===== src/rtl/pq_pkg.sv =====
// Shared types for the priority-queue arbiter: key-value record, idle constants, FSM states.
package pq_pkg;

    localparam int KEY_W = 8;
    localparam int VAL_W = 8;

    typedef struct packed {
        logic [KEY_W-1:0] key;
        logic [VAL_W-1:0] val;
    } kv_t;

    localparam logic [KEY_W-1:0] KEY0 = '0;
    localparam logic [VAL_W-1:0] VAL0 = '0;
    localparam kv_t              KV0  = '{key: KEY0, val: VAL0};

    typedef enum logic [1:0] {
        ARB   = 2'd0,
        BUSY  = 2'd1,
        FLUSH = 2'd2
    } pq_arb_state_t;

endpackage


===== src/rtl/pq_rr_pick.sv =====
// Round-robin picker: first set bit of elig at or after rr_ptr, wrapping modulo NREQ.
module pq_rr_pick #(
    parameter int NREQ = 4
) (
    input  logic [NREQ-1:0]         elig,
    input  logic [$clog2(NREQ)-1:0] rr_ptr,
    output logic                    valid,
    output logic [$clog2(NREQ)-1:0] index
);

    localparam int IW = $clog2(NREQ);
    localparam int SW = IW + 1;

    logic [NREQ-1:0] rot;
    logic [SW-1:0]   sum;

    // Rotate so bit 0 is the requester at rr_ptr; lowest set bit then wins.
    assign rot = NREQ'({elig, elig} >> rr_ptr);

    always_comb begin
        valid = 1'b0;
        sum   = '0;
        for (int k = NREQ - 1; k >= 0; k--) begin
            if (rot[k]) begin
                valid = 1'b1;
                sum   = {1'b0, rr_ptr} + SW'(k);
            end
        end
        if (sum >= SW'(NREQ)) begin
            sum = sum - SW'(NREQ);
        end
        index = sum[IW-1:0];
    end

endmodule


===== src/rtl/pq_arb.sv =====
// Round-robin arbiter sharing one priority queue among NREQ requesters, with flush drain.
// Define PQ_ARB_STATS_EN to build the issued-operation counter behind op_cnt.
module pq_arb
    import pq_pkg::*;
#(
    parameter int NREQ = 4
) (
    input  logic                    clk,
    input  logic                    rst,
    input  logic [NREQ-1:0]         req_enq,
    input  logic [NREQ-1:0]         req_deq,
    input  kv_t  [NREQ-1:0]         req_kv,
    output logic [NREQ-1:0]         ack,
    output logic                    rsp_valid,
    output logic [$clog2(NREQ)-1:0] rsp_id,
    output kv_t                     rsp_kv,
    input  logic                    flush,
    output logic                    flush_done,
    output logic                    pq_enq,
    output logic                    pq_deq,
    output kv_t                     pq_kvi,
    input  kv_t                     pq_kvo,
    input  logic                    pq_full,
    input  logic                    pq_empty,
    input  logic                    pq_busy,
    output logic [31:0]             op_cnt,
    output logic [1:0]              dbg_state
);

    localparam int IW = $clog2(NREQ);

    pq_arb_state_t   state, state_nxt;
    logic [IW-1:0]   rr_ptr;
    logic [IW-1:0]   win;
    logic            win_valid;
    logic [NREQ-1:0] elig;
    logic            issue;
    logic            flush_deq;

    // A deq or replace needs a head entry; a pure enqueue needs room.
    always_comb begin
        for (int i = 0; i < NREQ; i++) begin
            elig[i] = req_deq[i] ? !pq_empty : (req_enq[i] && !pq_full);
        end
    end

    pq_rr_pick #(.NREQ(NREQ)) u_pick (
        .elig   (elig),
        .rr_ptr (rr_ptr),
        .valid  (win_valid),
        .index  (win)
    );

    always_comb begin
        state_nxt  = state;
        issue      = 1'b0;
        flush_deq  = 1'b0;
        flush_done = 1'b0;
        ack        = '0;
        pq_enq     = 1'b0;
        pq_deq     = 1'b0;
        pq_kvi     = KV0;
        case (state)
            ARB: begin
                if (pq_busy) begin
                    state_nxt = BUSY;
                end else if (win_valid) begin
                    issue     = 1'b1;
                    ack[win]  = 1'b1;
                    pq_enq    = req_enq[win];
                    pq_deq    = req_deq[win];
                    pq_kvi    = req_kv[win];
                end
                if (flush) begin
                    state_nxt = FLUSH;
                end
            end
            BUSY: begin
                if (flush) begin
                    state_nxt = FLUSH;
                end else if (!pq_busy) begin
                    state_nxt = ARB;
                end
            end
            FLUSH: begin
                if (pq_empty) begin
                    flush_done = 1'b1;
                    state_nxt  = ARB;
                end else if (!pq_busy) begin
                    flush_deq = 1'b1;
                    pq_deq    = 1'b1;
                end
            end
            default: state_nxt = ARB;
        endcase
        // Nothing reaches the queue or the requesters while reset is held.
        if (rst) begin
            state_nxt  = ARB;
            issue      = 1'b0;
            flush_deq  = 1'b0;
            flush_done = 1'b0;
            ack        = '0;
            pq_enq     = 1'b0;
            pq_deq     = 1'b0;
            pq_kvi     = KV0;
        end
    end

    always_ff @(posedge clk) begin
        if (rst) begin
            state     <= ARB;
            rr_ptr    <= '0;
            rsp_valid <= 1'b0;
            rsp_id    <= '0;
            rsp_kv    <= KV0;
        end else begin
            state     <= state_nxt;
            rsp_valid <= issue && req_deq[win];
            if (issue) begin
                rr_ptr <= (win == IW'(NREQ - 1)) ? '0 : win + 1'b1;
            end
            if (issue && req_deq[win]) begin
                rsp_id <= win;
                rsp_kv <= pq_kvo;
            end
        end
    end

`ifdef PQ_ARB_STATS_EN
    always_ff @(posedge clk) begin
        if (rst) begin
            op_cnt <= '0;
        end else if (issue || flush_deq) begin
            op_cnt <= op_cnt + 32'd1;
        end
    end
`else
    assign op_cnt = '0;
`endif

    assign dbg_state = state;

endmodule


===== config.mk =====
export PLATFORM = sky130hd
export DESIGN_NAME = pq_arb
export DESIGN_NICKNAME = d
export VERILOG_FILES = /design/src/rtl/pq_pkg.sv /design/src/rtl/pq_rr_pick.sv /design/src/rtl/pq_arb.sv
export SDC_FILE = /design/constraint.sdc
export NUM_CORES = 1
export LEC_CHECK = 0
export CAP_MARGIN = 15
export CORE_UTILIZATION = 30
export CTS_BUF_LIST = sky130_fd_sc_hd__clkbuf_4 sky130_fd_sc_hd__clkbuf_8
export DETAILED_ROUTE_END_ITERATION = 6
export GPL_ROUTABILITY_DRIVEN = 0
export GPL_TIMING_DRIVEN = 1
export PLACE_DENSITY = 0.79
export SETUP_SLACK_MARGIN = 0.1
export SLEW_MARGIN = 5
export SYNTH_ARGS = -nofsm -noshare
export SYNTH_HDL_FRONTEND = slang
export SYNTH_HIERARCHICAL = 1
export SYNTH_SLANG_ARGS = --single-unit

===== constraint.sdc =====
create_clock -name clk -period 2.9 [get_ports clk]
set_input_delay 0.435 -clock clk [delete_from_list [all_inputs] [get_ports clk]]
set_output_delay 0.435 -clock clk [all_outputs]
set_load 0.05 [all_outputs]

* Yosys cells after proc, flatten, opt, wreduce, memory -nomap -nowiden
Cells that the tools add are included.
W data, S select, Z words.
** Operators by class
- Shifts and indexed selects :: 1
- $add $sub $neg :: 5
- Reductions and logical operators :: 10
- Equality and inequality tests :: 6
- Mux-type cells :: 53
- $lt $le $gt $ge :: 3
** Operators with widths (number)
- $mux W16 :: 5
- $bmux W16 S2 :: 1
- $mux W1 :: 27
- $mux W4 :: 4
- $mux W2 :: 7
- $mux W3 :: 4
- $shr A8 B2 Y4 :: 1
- $add A2 B2 Y3 const B :: 2
- $logic_and A1 B1 Y1 :: 6
- $ne A3 B3 Y1 const B :: 2
- $pmux W2 S3 :: 1
- $bmux W1 S2 :: 2
- $eq A2 B2 Y1 const B :: 2
- $add A2 B1 Y3 const B :: 1
- $ge A3 B3 Y1 const B :: 1
- $lt A2 B3 Y1 const B :: 1
- $reduce_and A3 Y1 :: 1
- $add A2 B1 Y2 const B :: 1
- $demux W1 S2 :: 1
- $eq A2 B1 Y1 const B :: 1
- $ge A2 B1 Y1 const B :: 1
- $logic_not A1 Y1 :: 2
- $logic_not A2 Y1 :: 1
- $ne A2 B2 Y1 const B :: 1
- other kinds (2) :: 2
** Word-level totals
- Output and inout port bits :: 76
- Register bits after elaboration :: 23
- Bits of input ports :: 94
- Word-level logic and storage cells :: 84

* Longest topological paths before layout
- Depth in word-level cells :: 18
- Depth in mapped cells :: 12
- Gate-level depth less buffers :: 10

* By module
The synthesis kept the hierarchy.
** Modules (own cells, without submodules)
- pq_arb :: seq. area each 460.4 um^2, area an instance 1915.6 um^2, times used 1, cells an instance 190
- pq_rr_pick :: seq. area each 0.0 um^2, area an instance 77.6 um^2, times used 1, cells an instance 15

* Worst setup path before layout
OpenSTA, ideal clock, no wires.
- Kind :: in2out
- Start :: input port pq_full
- End :: output port pq_kvi[10] (netlist bit)
- Path buffers :: 2
- Path slack :: -0.309 ns
- Cell stages on the path :: 9
- Data arrival time :: 2.774 ns
- Required time :: 2.465 ns
- Cells stage by stage :: nand2b_1 mux2i_1 inv_1 a221o_1 a21oi_1 buf_4 buf_4 mux4_2 and3_1
** RTL lines
- start: declaration :: line pq_arb.sv:23 : input logic pq_full,
- end: declaration :: line pq_arb.sv:21 : output kv_t pq_kvi,

==> flow_metrics.env <==
export IMPL_layout_setup_ws_ns=-0.0837
export IMPL_maxCapViolCount=0
export IMPL_violations="setup timing"
export IMPL_hold_violations=0
export IMPL_grt_max_degree=24
export IMPL_cts_made_buffers=3
export IMPL_wire_per_inst_um=15.0
export IMPL_use_met1_pct=20.1
export IMPL_fin_skew_ns=0.00336
export IMPL_dieArea_um2=6970
export IMPL_root_buffer="clkbuf_8"
export IMPL_use_met3_pct=2.97
export IMPL_diodes=0
export IMPL_layout_common_cells="104 x clkdlybuf4s50_1, 32 x conb_1, 25 x buf_4, 23 x nand2b_1, 23 x dfxtp_1"
export IMPL_grtUsageMet2_pct=36.4
export IMPL_synth_area_leaders="dfxtp_1 23%, mux4_2 20%, buf_4 13%"
export IMPL_finalCritPeriodShare_pct=103
export IMPL_place_hpwl_um=4990
export IMPL_dp_cells=426
export IMPL_relSlewSlack_pct=58.5
export IMPL_synthSimpleGateAreaFrac_pct=21.5
export IMPL_drive_above_1_share_pct=37.8
export IMPL_viasPerCell=4.68
export IMPL_critPathMaxStageDelay_ns=0.49
export IMPL_avgSynthCellArea_um2=9.72
export IMPL_syn_area_um2=1990
export IMPL_synth_distinct_cells=25
export IMPL_nets=469
export IMPL_post_route_util_pct=63.5
export IMPL_dr_pass1_iters=5
export IMPL_final_cells=447
export IMPL_hold_path_class="reg2reg"
export IMPL_core_area_um2=6390
export IMPL_grt_overflow_total=0
export IMPL_crit_required_ns=2.47
export IMPL_clk_transition_reported_paths_ns=0.08
export IMPL_h_tree_depth=1
export IMPL_io_buffers=137
export IMPL_period_needed_ns=2.98
export IMPL_dp_slack_ns=-0.488
export IMPL_grt_pass1_wl_um=10300
export IMPL_drt_wl_total_um=6720
export IMPL_areaGrowthSynthToFinish_pct=104
export IMPL_slew_viol_final=0
export IMPL_die_h_um=83.5
export IMPL_critPathKind="in2out"
export IMPL_setup_viol=18
export IMPL_cp_cell_sequence="buf_2, mux2i_4, inv_2, a221o_1, a21oi_4, buf_6, buf_12, mux4_2, and3_4, buf_8"
export IMPL_vias=2094
export IMPL_clk_latency_ns=0.26
export IMPL_cp_end_kind="output port"
export IMPL_powerDensity_nw_per_um2=356
export IMPL_power_leakage_nw=1.63
export IMPL_final_common_cell="clkdlybuf4s50_1"
export IMPL_fin_area_um2=4060
export IMPL_report_power_total_mw=1.45
export IMPL_drtIter0Drc=50
export IMPL_arrival_ns=2.55
export IMPL_peakVddDrop_uv=220
export IMPL_initial_core_util_pct=31.2
export IMPL_io_pins=170
export IMPL_top_usage_layer="met2"
export IMPL_cts_tree="built"
export IMPL_synthAdderAreaFrac_pct=2.51
export IMPL_ant_nets=0
export IMPL_antenna_found_initial=0
export IMPL_status="finished, violations left"
export IMPL_ys_seq_area_share_pct=23.1
export IMPL_placed_cell_area_um2=3590
export IMPL_cts_sinks=23
export IMPL_drc_errors=0
export IMPL_grt_pass1_vias=2045
export IMPL_gr_usage_all_layers_pct=18.3
export IMPL_cts_max_path_buffers=2
export IMPL_max_clock_freq_mhz=335
export IMPL_tightest_slew_ns=0.614
export IMPL_cp_max_fo=5
export IMPL_ys_warn_count=6
export IMPL_synth_top_family_by_area="multiplexers"
export IMPL_synth_seq_cells=23
export IMPL_syn_inst=205
export IMPL_ctsHoldBuffers=0
export IMPL_slowest_stage="mux4_2"
export IMPL_synth_xor_area_share_pct=0
export IMPL_fillers=488
export IMPL_cp_start_kind="primary input"
export IMPL_rows=29
export IMPL_synth_compound_area_share_pct=2.95
export IMPL_die_w_um=83.5
export IMPL_rsz0062_at_grt="true"
export IMPL_yosysTopAreaCell="dfxtp_1"
export IMPL_yosysTopAreaCellShare_pct=23.1
export IMPL_synthMuxAreaShare_pct=32.3
-- report_power, final --
part	leakage [nW]	internal [mW]	switching (mW)	total [mW]
registers	0.187	0.335	0.0167	0.351
logic	1.42	0.456	0.433	0.889
clock network	0.0262	0.107	0.0979	0.205
-- sequential cells by signal, indices dropped and copies added (netlist names) --
register / flops
rsp_kv: 16
rr_ptr: 2
rsp_id: 2
dbg_state: 2
rsp_valid: 1
-- critical path: cells and delay by family --
kind / cells / cell delay (ns)
AO/OA/AOI/OAI: 2 / 0.61
buffers and inverters: 5 / 0.58
multiplexers: 2 / 0.73
AND/OR/NAND/NOR: 1 / 0.17
-- timing repair --
item / 4_1_cts / 5_1_grt
setup buffers: 9 / 6
resized for setup: 66 / 45
endpoints found under the hold margin: 0 / 0
pin swaps: 19 / 6
setup endpoints to repair: 39 / 22
cloned: 1 / 1
-- final timing paths --
kind               endpoint  slack [ns]  cells past startpoint       start
setup / recovery  pq_kvi[6]       -0.08                     10  req_deq[1]
hold / removal    rsp_kv[9]        0.47                      2   rsp_kv[9]
setup reg to reg  rsp_kv[2]        0.53                      6   rr_ptr[0]
hold reg to reg   rsp_kv[9]        0.47                      2   rsp_kv[9]
-- stage by stage --
stage	hold WS, ns	TNS, ns
after floorplan	0.497	0
after global placement	0.456	-12.68
after detailed placement	0.464	-13.51
after CTS	0.481	-2.05
after global routing	0.497	-2.14
final	0.475	-0.802
-- cell type report --
class | instances | area, µm² | share of cell area (%)
Multi-Input combinational cell | 159 | 1550 | 38.1
Inverter | 9 | 43.8 | 1.08
Timing Repair Buffer | 175 | 1860 | 45.9
Tap cell | 77 | 96.3 | 2.38
Sequential cell | 23 | 460 | 11.4
Clock buffer | 4 | 48.8 | 1.20
-- layer usage --
metal | vias up | share of wire, %
met5 | - | 0
met3 | 15 | 6.4
met2 | 110 | 55
li1 | 983 | -
met4 | 0 | 1.6
met1 | 986 | 37
-- cells in the mapped netlist --
| library cell | number |
|---|---|
| nand2_1 | 3 |
| dfxtp_1 | 23 |
| nand3_1 | 1 |
| nor2_1 | 8 |
| inv_1 | 9 |
| and3_4 | 1 |
| mux2_2 | 6 |
| buf_6 | 2 |
| clkbuf_1 | 7 |
| ha_1 | 4 |
| nor4b_1 | 2 |
| a21oi_1 | 5 |
| nor3_1 | 2 |
| buf_2 | 2 |
| o21ai_0 | 2 |
| a221o_1 | 1 |
| conb_1 | 1 |
| mux4_2 | 18 |
| o21ai_1 | 1 |
| o221ai_1 | 1 |
| nor2b_1 | 9 |
| mux2i_1 | 17 |
| buf_4 | 34 |
| and3_1 | 21 |
| nand2b_1 | 25 |
-- logic make-up after synthesis --
| group | after synthesis |
|---|---|
| other cells | 1 |
| flops | 23 |
| fa+ha+maj | 4 |
| simple gates | 72 |
| mux | 41 |
| compound gates | 10 |
| buf+inv | 54 |
Note: power is estimated with default switching activity, not from simulation.
